`config.mk`:
```
export PLATFORM = sky130hd
export DESIGN_NAME = hex_display_ctrl
export DESIGN_NICKNAME = d
export VERILOG_FILES = /design/src/rtl/hex_disp_pkg.sv /design/src/rtl/hex_display_ctrl_seg7.sv /design/src/rtl/hex_display_ctrl.sv
export SDC_FILE = /design/constraint.sdc
export NUM_CORES = 1
export LEC_CHECK = 0
export BUFFER_PORTS_ARGS = -buffer_cell sky130_fd_sc_hd__buf_2
export CAP_MARGIN = 5
export CORE_MARGIN = 10
export CORE_UTILIZATION = 32
export CTS_CLUSTER_DIAMETER = 30
export CTS_CLUSTER_SIZE = 8
export DETAILED_ROUTE_END_ITERATION = 10
export PLACE_DENSITY = 0.52
export SKIP_CTS_REPAIR_TIMING = 1
export SLEW_MARGIN = 10
export SYNTH_ARGS = -nofsm -noshare
export SYNTH_HDL_FRONTEND = slang
export SYNTH_SLANG_ARGS = --single-unit
```
`constraint.sdc`:
```
create_clock -name clk -period 3.35 [get_ports clk]
set_input_delay 0 -clock clk [delete_from_list [all_inputs] [get_ports clk]]
set_output_delay 0 -clock clk [all_outputs]
set_load 0.05 [all_outputs]
```
`src/rtl/hex_disp_pkg.sv`:
```
// Shared types and constants for the six-digit hex display controller.
// Imported by the controller top and its segment decoder.
package hex_disp_pkg;

    typedef enum logic [1:0] {
        IDLE,
        SCAN,
        COMMIT
    } state_t;

    localparam int         NUM_DIGITS = 6;
    localparam logic [6:0] SEG_BLANK  = 7'h7F;

endpackage

```
`src/rtl/hex_display_ctrl_seg7.sv`:
```
// Hex nibble to active-low seven-segment pattern {g,f,e,d,c,b,a}.
// One instance is time-shared across all digits by the controller.
module seg7_decoder
    import hex_disp_pkg::*;
(
    input  logic [3:0] nib,
    output logic [6:0] seg
);

    always_comb begin
        seg = SEG_BLANK;
        unique case (nib)
            4'h0: seg = 7'h40;
            4'h1: seg = 7'h79;
            4'h2: seg = 7'h24;
            4'h3: seg = 7'h30;
            4'h4: seg = 7'h19;
            4'h5: seg = 7'h12;
            4'h6: seg = 7'h02;
            4'h7: seg = 7'h78;
            4'h8: seg = 7'h00;
            4'h9: seg = 7'h10;
            4'hA: seg = 7'h08;
            4'hB: seg = 7'h03;
            4'hC: seg = 7'h46;
            4'hD: seg = 7'h21;
            4'hE: seg = 7'h06;
            4'hF: seg = 7'h0E;
        endcase
    end

endmodule

```
`src/rtl/hex_display_ctrl.sv`:
```
// Six-digit hex display: serial decode into a shadow bank, atomic commit,
// optional leading-zero blanking and a free-running blink overlay.
module hex_display_ctrl
    import hex_disp_pkg::*;
#(
    parameter int BLINK_DIV = 25_000_000
) (
    input  logic        clk,
    input  logic        rst,
    input  logic        load_valid,
    output logic        load_ready,
    input  logic [23:0] load_data,
    input  logic        lz_blank,
    input  logic        blink_en,
    output logic [6:0]  HEX0,
    output logic [6:0]  HEX1,
    output logic [6:0]  HEX2,
    output logic [6:0]  HEX3,
    output logic [6:0]  HEX4,
    output logic [6:0]  HEX5,
    output logic        done
);

    localparam int CW = $clog2(BLINK_DIV);

    state_t      state;
    logic [2:0]  idx;
    logic [23:0] data;
    logic        lzb;
    logic        nz_seen;
    logic [6:0]  shadow [NUM_DIGITS];
    logic [6:0]  disp   [NUM_DIGITS];
    logic [3:0]  nib;
    logic [6:0]  seg;
    logic        blank_digit;
    logic [CW-1:0] cnt;
    logic          phase;

    assign nib = data[{idx, 2'b00} +: 4];

    // Only a zero run starting at the top digit is blanked; digit 0 always shows.
    assign blank_digit = lzb && (idx != 3'd0) && !nz_seen && (nib == 4'h0);

    assign load_ready = (state == IDLE) && !rst;

    seg7_decoder u_dec (
        .nib (nib),
        .seg (seg)
    );

    always_ff @(posedge clk) begin
        if (rst) begin
            state   <= IDLE;
            idx     <= 3'd5;
            data    <= '0;
            lzb     <= 1'b0;
            nz_seen <= 1'b0;
            done    <= 1'b0;
            for (int i = 0; i < NUM_DIGITS; i++) begin
                shadow[i] <= SEG_BLANK;
                disp[i]   <= SEG_BLANK;
            end
        end else begin
            done <= 1'b0;
            unique case (state)
                IDLE: begin
                    if (load_valid) begin
                        data    <= load_data;
                        lzb     <= lz_blank;
                        idx     <= 3'd5;
                        nz_seen <= 1'b0;
                        state   <= SCAN;
                    end
                end
                SCAN: begin
                    shadow[idx] <= blank_digit ? SEG_BLANK : seg;
                    nz_seen     <= nz_seen | (nib != 4'h0);
                    if (idx == 3'd0) begin
                        state <= COMMIT;
                    end else begin
                        idx <= idx - 3'd1;
                    end
                end
                COMMIT: begin
                    for (int i = 0; i < NUM_DIGITS; i++) begin
                        disp[i] <= shadow[i];
                    end
                    done  <= 1'b1;
                    state <= IDLE;
                end
                default: state <= IDLE;
            endcase
        end
    end

    always_ff @(posedge clk) begin
        if (rst || !blink_en) begin
            cnt   <= '0;
            phase <= 1'b0;
        end else if (cnt == CW'(BLINK_DIV - 1)) begin
            cnt   <= '0;
            phase <= ~phase;
        end else begin
            cnt <= cnt + 1'b1;
        end
    end

    assign HEX0 = phase ? SEG_BLANK : disp[0];
    assign HEX1 = phase ? SEG_BLANK : disp[1];
    assign HEX2 = phase ? SEG_BLANK : disp[2];
    assign HEX3 = phase ? SEG_BLANK : disp[3];
    assign HEX4 = phase ? SEG_BLANK : disp[4];
    assign HEX5 = phase ? SEG_BLANK : disp[5];

endmodule

```
==> flow_summary_export.csv, run 1 <==
group,metric,value,unit
status,status,"finished, final reports clean",
floorplan,dieArea,25510,µm²
drt,dr.pass1.iters,5,
floorplan,core,19330,µm²
setup_path,path_class,"flip-flop to flip-flop",
global_routing,grt_pass1_vias,4230,
setup_path,cp_data_required_time,3480,ps
synthesis,ys_types,50,
clock_network,worstSkewPairLatency,410,ps
synthesis,yosys_register_bits,142,
clock_network,h-tree-depth,4,
floorplan,die_w,159.7,µm
setup_path,crit_buf_inv,1,
place,gp_congestion,0.8144,
drt,num_vias,4342,
synthesis,syn_area,6247,µm²
synthesis,yosys.area_share.simple,23.73,%
drt,vias_per_cell,4.509,
timing,slew_viol_final,0,
synthesis,syn_inst,586,
setup_path,path_max_fanout,9,
setup_path,slowest_stage,"a31oi_1",
synthesis,yosys_warnings,0,
drt,postRouteAntennaNets,0,
final_layout,syn_to_final_growth,23.91,%
setup_path,worstSetupStartpointType,"flip-flop",
setup_path,crit_chain,"nor2b_1 > a22oi_1 > ha_1 > inv_1 > nor3_1 > a31oi_1 > nand2_1",
timing,period_minus_slack,3072,ps
synthesis,synth_top_family_by_area,"simple AND/OR/NAND/NOR gates",
timing,fin_setup_tns,0,ps
floorplan,initial_core_util,32.31,%
global_routing,grt_first_pass_wirelength,22160,µm
setup_path,crit_arrival,3200,ps
floorplan,rows,51,
final_layout,multi_input_area,2400,µm²
final_layout,nets,724,
final_layout,antenna_cells,0,
clock_network,path_clk_slew,60,ps
setup_path,cp_top_family,"compound AO/OA/AOI/OAI gates",
drt,drt_wl_total,13410,µm
final_layout,mostFrequentLayoutCell,"nand2_1",
place,dp.cells,906,
timing,relSlewSlack,24.82,%
place,post_dp_cell_area,6899,µm²
setup_path,max_stage_delay,660,ps
drt,wire_per_inst,13.93,µm
synthesis,syn_area_per_cell,10.66,µm²
power,p_per_area,522.2,nW/µm²
clock_network,numCtsBuffers,17,
worst_hold_path,hold_class,"input port to flip-flop",
synthesis,synth-compound-area-share,5.988,%
global_routing,antenna_found_initial,0,
clock_network,cts_tree,"built",
final_layout,design_area,7741,µm²
timing,finalHoldViolCount,0,
final_layout,instances_no_fill,963,
timing,tightest_slew,1118,ps
synthesis,synth_nets,624,
final_layout,nFillCells,1852,
timing,whs,84.72,ps
final_layout,post_route_cells_drive_above_1_share,24.93,%
global_routing,grt-ovfl-total,0,
synthesis,synthAdderAreaFrac,1.803,%
synthesis,synth_xor_area_share,3.365,%
clock_network,clockBufferDepth,2,
place,io_buffer_count,72,
place,dp_hpwl,9650,µm
setup_path,crit_path_end_kind,"flip-flop",
global_routing,grt_max_degree,44,
floorplan,boundaryPins,73,
timing,setup_violations,0,
synthesis,synth.area.mux_share,3.525,%
drt,initialDrtViolationCount,269,
drt,route.detailed.drc,0,
synthesis,synth-edff-count,84,
synthesis,synthFlopType,"edfxtp_1",
floorplan,chipHeight,159.7,µm
global_routing,grtUsageTotal,10.58,%
timing,grt_setup_unrepaired,"false",
timing,period_share,91.69,%
timing,fmax,0.3256,GHz
final_layout,layout_common_cells,"nand2_1, edfxtp_1, buf_2",
run,maxCapViolations,0,
power,ir_drop,0.3555,mV
synthesis,ys_seq_area_share,58.96,%
final_layout,ff_latch_area,3685,µm²
clock_network,clock-root-buffer,"clkbuf_16",
clock_network,cts.sinks,142,
power,p_leak,2.459,nW
synthesis,async_flop_share,0,%
timing,finClkSkew,6.598,ps
## power breakdown
part,total [mW],internal [mW],switching (mW),leakage [nW]
logic,0.293,0.115,0.179,1.12
registers,1.90,1.88,0.0213,1.06
clock network,1.85,1.16,0.689,0.274
total,4.04,3.15,0.889,2.46
## registers in the layout (all words and copies together) (netlist names)
signal / flops
cnt: 25
data: 24
disp: 42
done: 1
idx: 3
lzb: 1
nz_seen: 1
phase: 1
shadow: 42
state: 2
## per-layer routing
| metal | global-route usage (%) | wire length, µm | vias to the layer above |
|---|---|---|---|
| li1 | - | - | 2204 |
| met1 | 14.27 | 6653 | 2013 |
| met2 | 15.32 | 5891 | 112 |
| met3 | 3.676 | 698 | 13 |
| met4 | 3.791 | 167 | 0 |
| met5 | 0 | 0 | - |
## area by class of cell
type | instances | share of cell area, %
Timing Repair Buffer | 108 | 8.987
Clock buffer | 20 | 5.641
Tap cell | 265 | 4.283
Clock inverter | 11 | 1.859
Sequential cell | 142 | 47.60
Inverter | 13 | 0.6304
Multi-Input combinational cell | 404 | 31.00
## path summary, 6_finish.rpt
check / cells after the start / startpoint / to / slack, ps
hold / removal: 2 / rst / state[0] / 80
setup / recovery: 7 / idx[2] / shadow[1][4] / 280
setup reg to reg: 7 / idx[2] / shadow[1][4] / 280
hold reg to reg: 2 / data[7] / data[7] / 460
## Yosys cell counts (2+ instances only)
library cell	instances	area, µm²
xnor2_1	5	43.79
a21oi_1	28	140.1
nand3_1	15	75.07
ha_1	9	112.6
mux2_2	6	67.56
mux2i_1	4	40.04
nand2b_1	43	269.0
and3_1	7	43.79
nor4_1	6	37.54
clkinv_1	2	7.510
nor3_1	10	50.05
nand4_1	8	50.05
o31ai_1	2	15.01
nand2_1	111	416.7
a22o_1	2	17.52
mux4_2	5	112.6
o21a_1	2	15.01
inv_1	11	41.29
xor2_1	19	166.4
or2_2	42	262.8
edfxtp_1	84	2522
a31oi_1	3	18.77
nor2_2	3	18.77
o21ai_0	5	25.02
dfxtp_1	58	1161
nor2_1	45	168.9
nor2b_1	2	12.51
a22oi_1	4	30.03
clkbuf_1	20	75.07
buf_2	5	25.02
## worst register-to-register path, cell delays in order, from the launching register on
cell,delay [ps]
dfxtp_1,500
nor2b_1,610
a22oi_1,360
ha_1,310
inv_1,140
nor3_1,80
a31oi_1,660
nand2_1,120
## cells by family (layout without fill, tap and decap cells)
family | after synthesis | in the layout
buf+inv | 40 | 152
flops | 142 | 142
simple gates | 300 | 300
fa+ha+maj | 9 | 9
compound gates | 56 | 56
xor+xnor | 24 | 24
mux | 15 | 15
## through the flow
| stage | util [%] | worst slack, ps | total power, mW |
|---|---|---|---|
| 4_1_cts | 38.69 | 292.4 | 4.061 |
| 6_report | 40.04 | 278.3 | 4.043 |
| 2_1_floorplan | - | 533.0 | 2.119 |
| 5_1_grt | 40.04 | 47.26 | 4.201 |
| 3_5_place_dp | 35.68 | 303.6 | 2.205 |
| 3_3_place_gp | 35.68 | 428.6 | 2.198 |
Note: power is estimated with default switching activity, not from simulation.
==> run 2, diff against run 1 <==
MAX_ROUTING_LAYER = met4   (was not set)
PLACE_DENSITY = 0.54   (was 0.52)
clock period = 2.7 ns   (was 3.35 ns; I/O delays follow)
==> flow_summary_export.csv, run 2 (synthesis gave the netlist of run 1 again) <==
group,metric,value,unit
floorplan,die_w,159.7,µm
final_layout,instances_no_fill,978,
floorplan,rows,51,
setup_path,crit_buf_inv,2,
setup_path,path_class,"flip-flop to flip-flop",
final_layout,layout_common_cells,"nand2_1, edfxtp_1, buf_2",
global_routing,grt-ovfl-total,0,
clock_network,path_clk_slew,60,ps
setup_path,crit_start,"idx[0]",
final_layout,syn_to_final_growth,25.66,%
setup_path,crit_arrival,2840,ps
final_layout,antenna_cells,0,
power,ir_drop,0.4917,mV
drt,vias_per_cell,4.509,
final_layout,mostFrequentLayoutCell,"nand2_1",
timing,period_share,94.75,%
floorplan,core,19330,µm²
timing,grt_setup_unrepaired,"false",
timing,period_minus_slack,2558,ps
power,p_per_area,637.3,nW/µm²
timing,tightest_slew,832.8,ps
timing,fmax,0.3909,GHz
setup_path,slowest_stage,"mux4_2",
setup_path,worstSetupStartpointType,"flip-flop",
final_layout,multi_input_area,2405,µm²
global_routing,grt_first_pass_wirelength,22180,µm
drt,postRouteAntennaNets,0,
floorplan,chipHeight,159.7,µm
drt,dr.pass1.iters,4,
clock_network,cts.sinks,142,
timing,setup_violations,0,
drt,num_vias,4410,
global_routing,antenna_found_initial,0,
drt,drt_wl_total,13430,µm
setup_path,endpoint,"shadow[4][3]",
worst_hold_path,hold_class,"input port to flip-flop",
drt,wire_per_inst,13.74,µm
setup_path,r2r_start,"idx[0]",
setup_path,cp_data_required_time,2990,ps
clock_network,worstSkewPairLatency,420,ps
setup_path,max_stage_delay,520,ps
global_routing,grt_pass1_vias,4330,
place,io_buffer_count,72,
global_routing,grtUsageTotal,11.00,%
drt,route.detailed.drc,0,
setup_path,reg2reg_slack,140,ps
timing,slew_viol_final,0,
setup_path,cp_top_family,"simple AND/OR/NAND/NOR gates",
clock_network,clockBufferDepth,2,
status,status,"finished, final reports clean",
setup_path,r2r_cells,9,
clock_network,cts_tree,"built",
setup_path,crit_chain,"mux4_2 > a22oi_1 > ha_1 > nand3_1 > nor4_4 > buf_4 > nor4_1 > buf_4 > nand2_1",
setup_path,path_depth,9,
global_routing,grt_max_degree,44,
floorplan,dieArea,25510,µm²
final_layout,ff_latch_area,3686,µm²
final_layout,post_route_cells_drive_above_1_share,27.21,%
timing,finalHoldViolCount,0,
final_layout,nFillCells,1863,
clock_network,numCtsBuffers,17,
place,dp.cells,917,
timing,finClkSkew,5.957,ps
final_layout,nets,738,
run,maxCapViolations,0,
floorplan,boundaryPins,73,
clock_network,h-tree-depth,4,
drt,initialDrtViolationCount,213,
timing,fin_setup_tns,0,ps
place,gp_congestion,0.8131,
setup_path,regToRegEndpoint,"shadow[4][3]",
setup_path,crit_path_frequent_cell,"buf_4",
timing,relSlewSlack,44.48,%
setup_path,crit_path_end_kind,"flip-flop",
clock_network,clock-root-buffer,"clkbuf_16",
place,dp_hpwl,9728,µm
final_layout,top_regs,"disp x42, shadow x42, cnt x25",
power,p_leak,2.525,nW
floorplan,initial_core_util,32.31,%
worst_hold_path,min_from,"load_valid",
setup_path,path_max_fanout,7,
-- run 2: changes by cell type in the layout (fill, tap and decap cells not counted), sizes merged --
cell / previous run / this run
clkinv: 7 / 6
inv: 11 / 18
dlygate4sd3: 26 / 27
bufinv: 3 / 1
clkbuf: 20 / 17
buf: 82 / 95
-- run 2: cell type report --
cell class,instances,area share [%]
clock inverters,15,1.913
well taps,265,4.224
flip-flops and latches,142,46.96
multi-input cells,404,30.63
inverters,13,0.6216
repair buffers,122,10.23
clock buffers,17,5.419
-- run 2: worst min-delay path, stage by stage --
cell      delay, ps
buf_2           110
nor2_1           80
a311oi_1        110
nand2_1          80
o31ai_1          60
-- run 2: routing by layer --
| layer | global-route usage (%) | vias up | share of wire, % |
|---|---|---|---|
| li1 | - | 2239 | - |
| met1 | 13.94 | 2053 | 49 |
| met2 | 16.12 | 104 | 45 |
| met3 | 2.931 | 14 | 4.2 |
| met4 | 5.013 | 0 | 1.6 |
| met5 | - | - | 0 |
-- run 2: per-stage QoR --
stage	power, mW	hold slack [ps]	util [%]	cell area [µm²]	worst slack (ps)
finish	5.003	57.98	40.60	7850	141.8
global route	5.199	91.41	40.60	7850	5.640
CTS	5.021	-204.7	39.11	7562	43.69
detailed placement	2.758	247.2	36.14	6987	69.26
global placement	2.745	241.9	36.14	6987	166.5
floorplan	2.630	136.0	-	6252	45.17
-- run 2: worst min-delay path by stage --
stage / cells past startpoint / end
final: 5 / idx[1]
after global routing: 4 / state[0]
after global placement: 3 / data[16]
after CTS: 3 / data[5]
after floorplan: 2 / data[11]
after detailed placement: 3 / data[5]
-- run 2: power by group --
| part | switching (mW) | leakage (nW) | total (mW) | internal, mW |
|---|---|---|---|---|
| Clock | 0.963 | 0.275 | 2.26 | 1.29 |
| Sequential | 0.0281 | 1.06 | 2.36 | 2.33 |
| Combinational | 0.227 | 1.19 | 0.389 | 0.162 |
| Total | 1.22 | 2.53 | 5.00 | 3.78 |
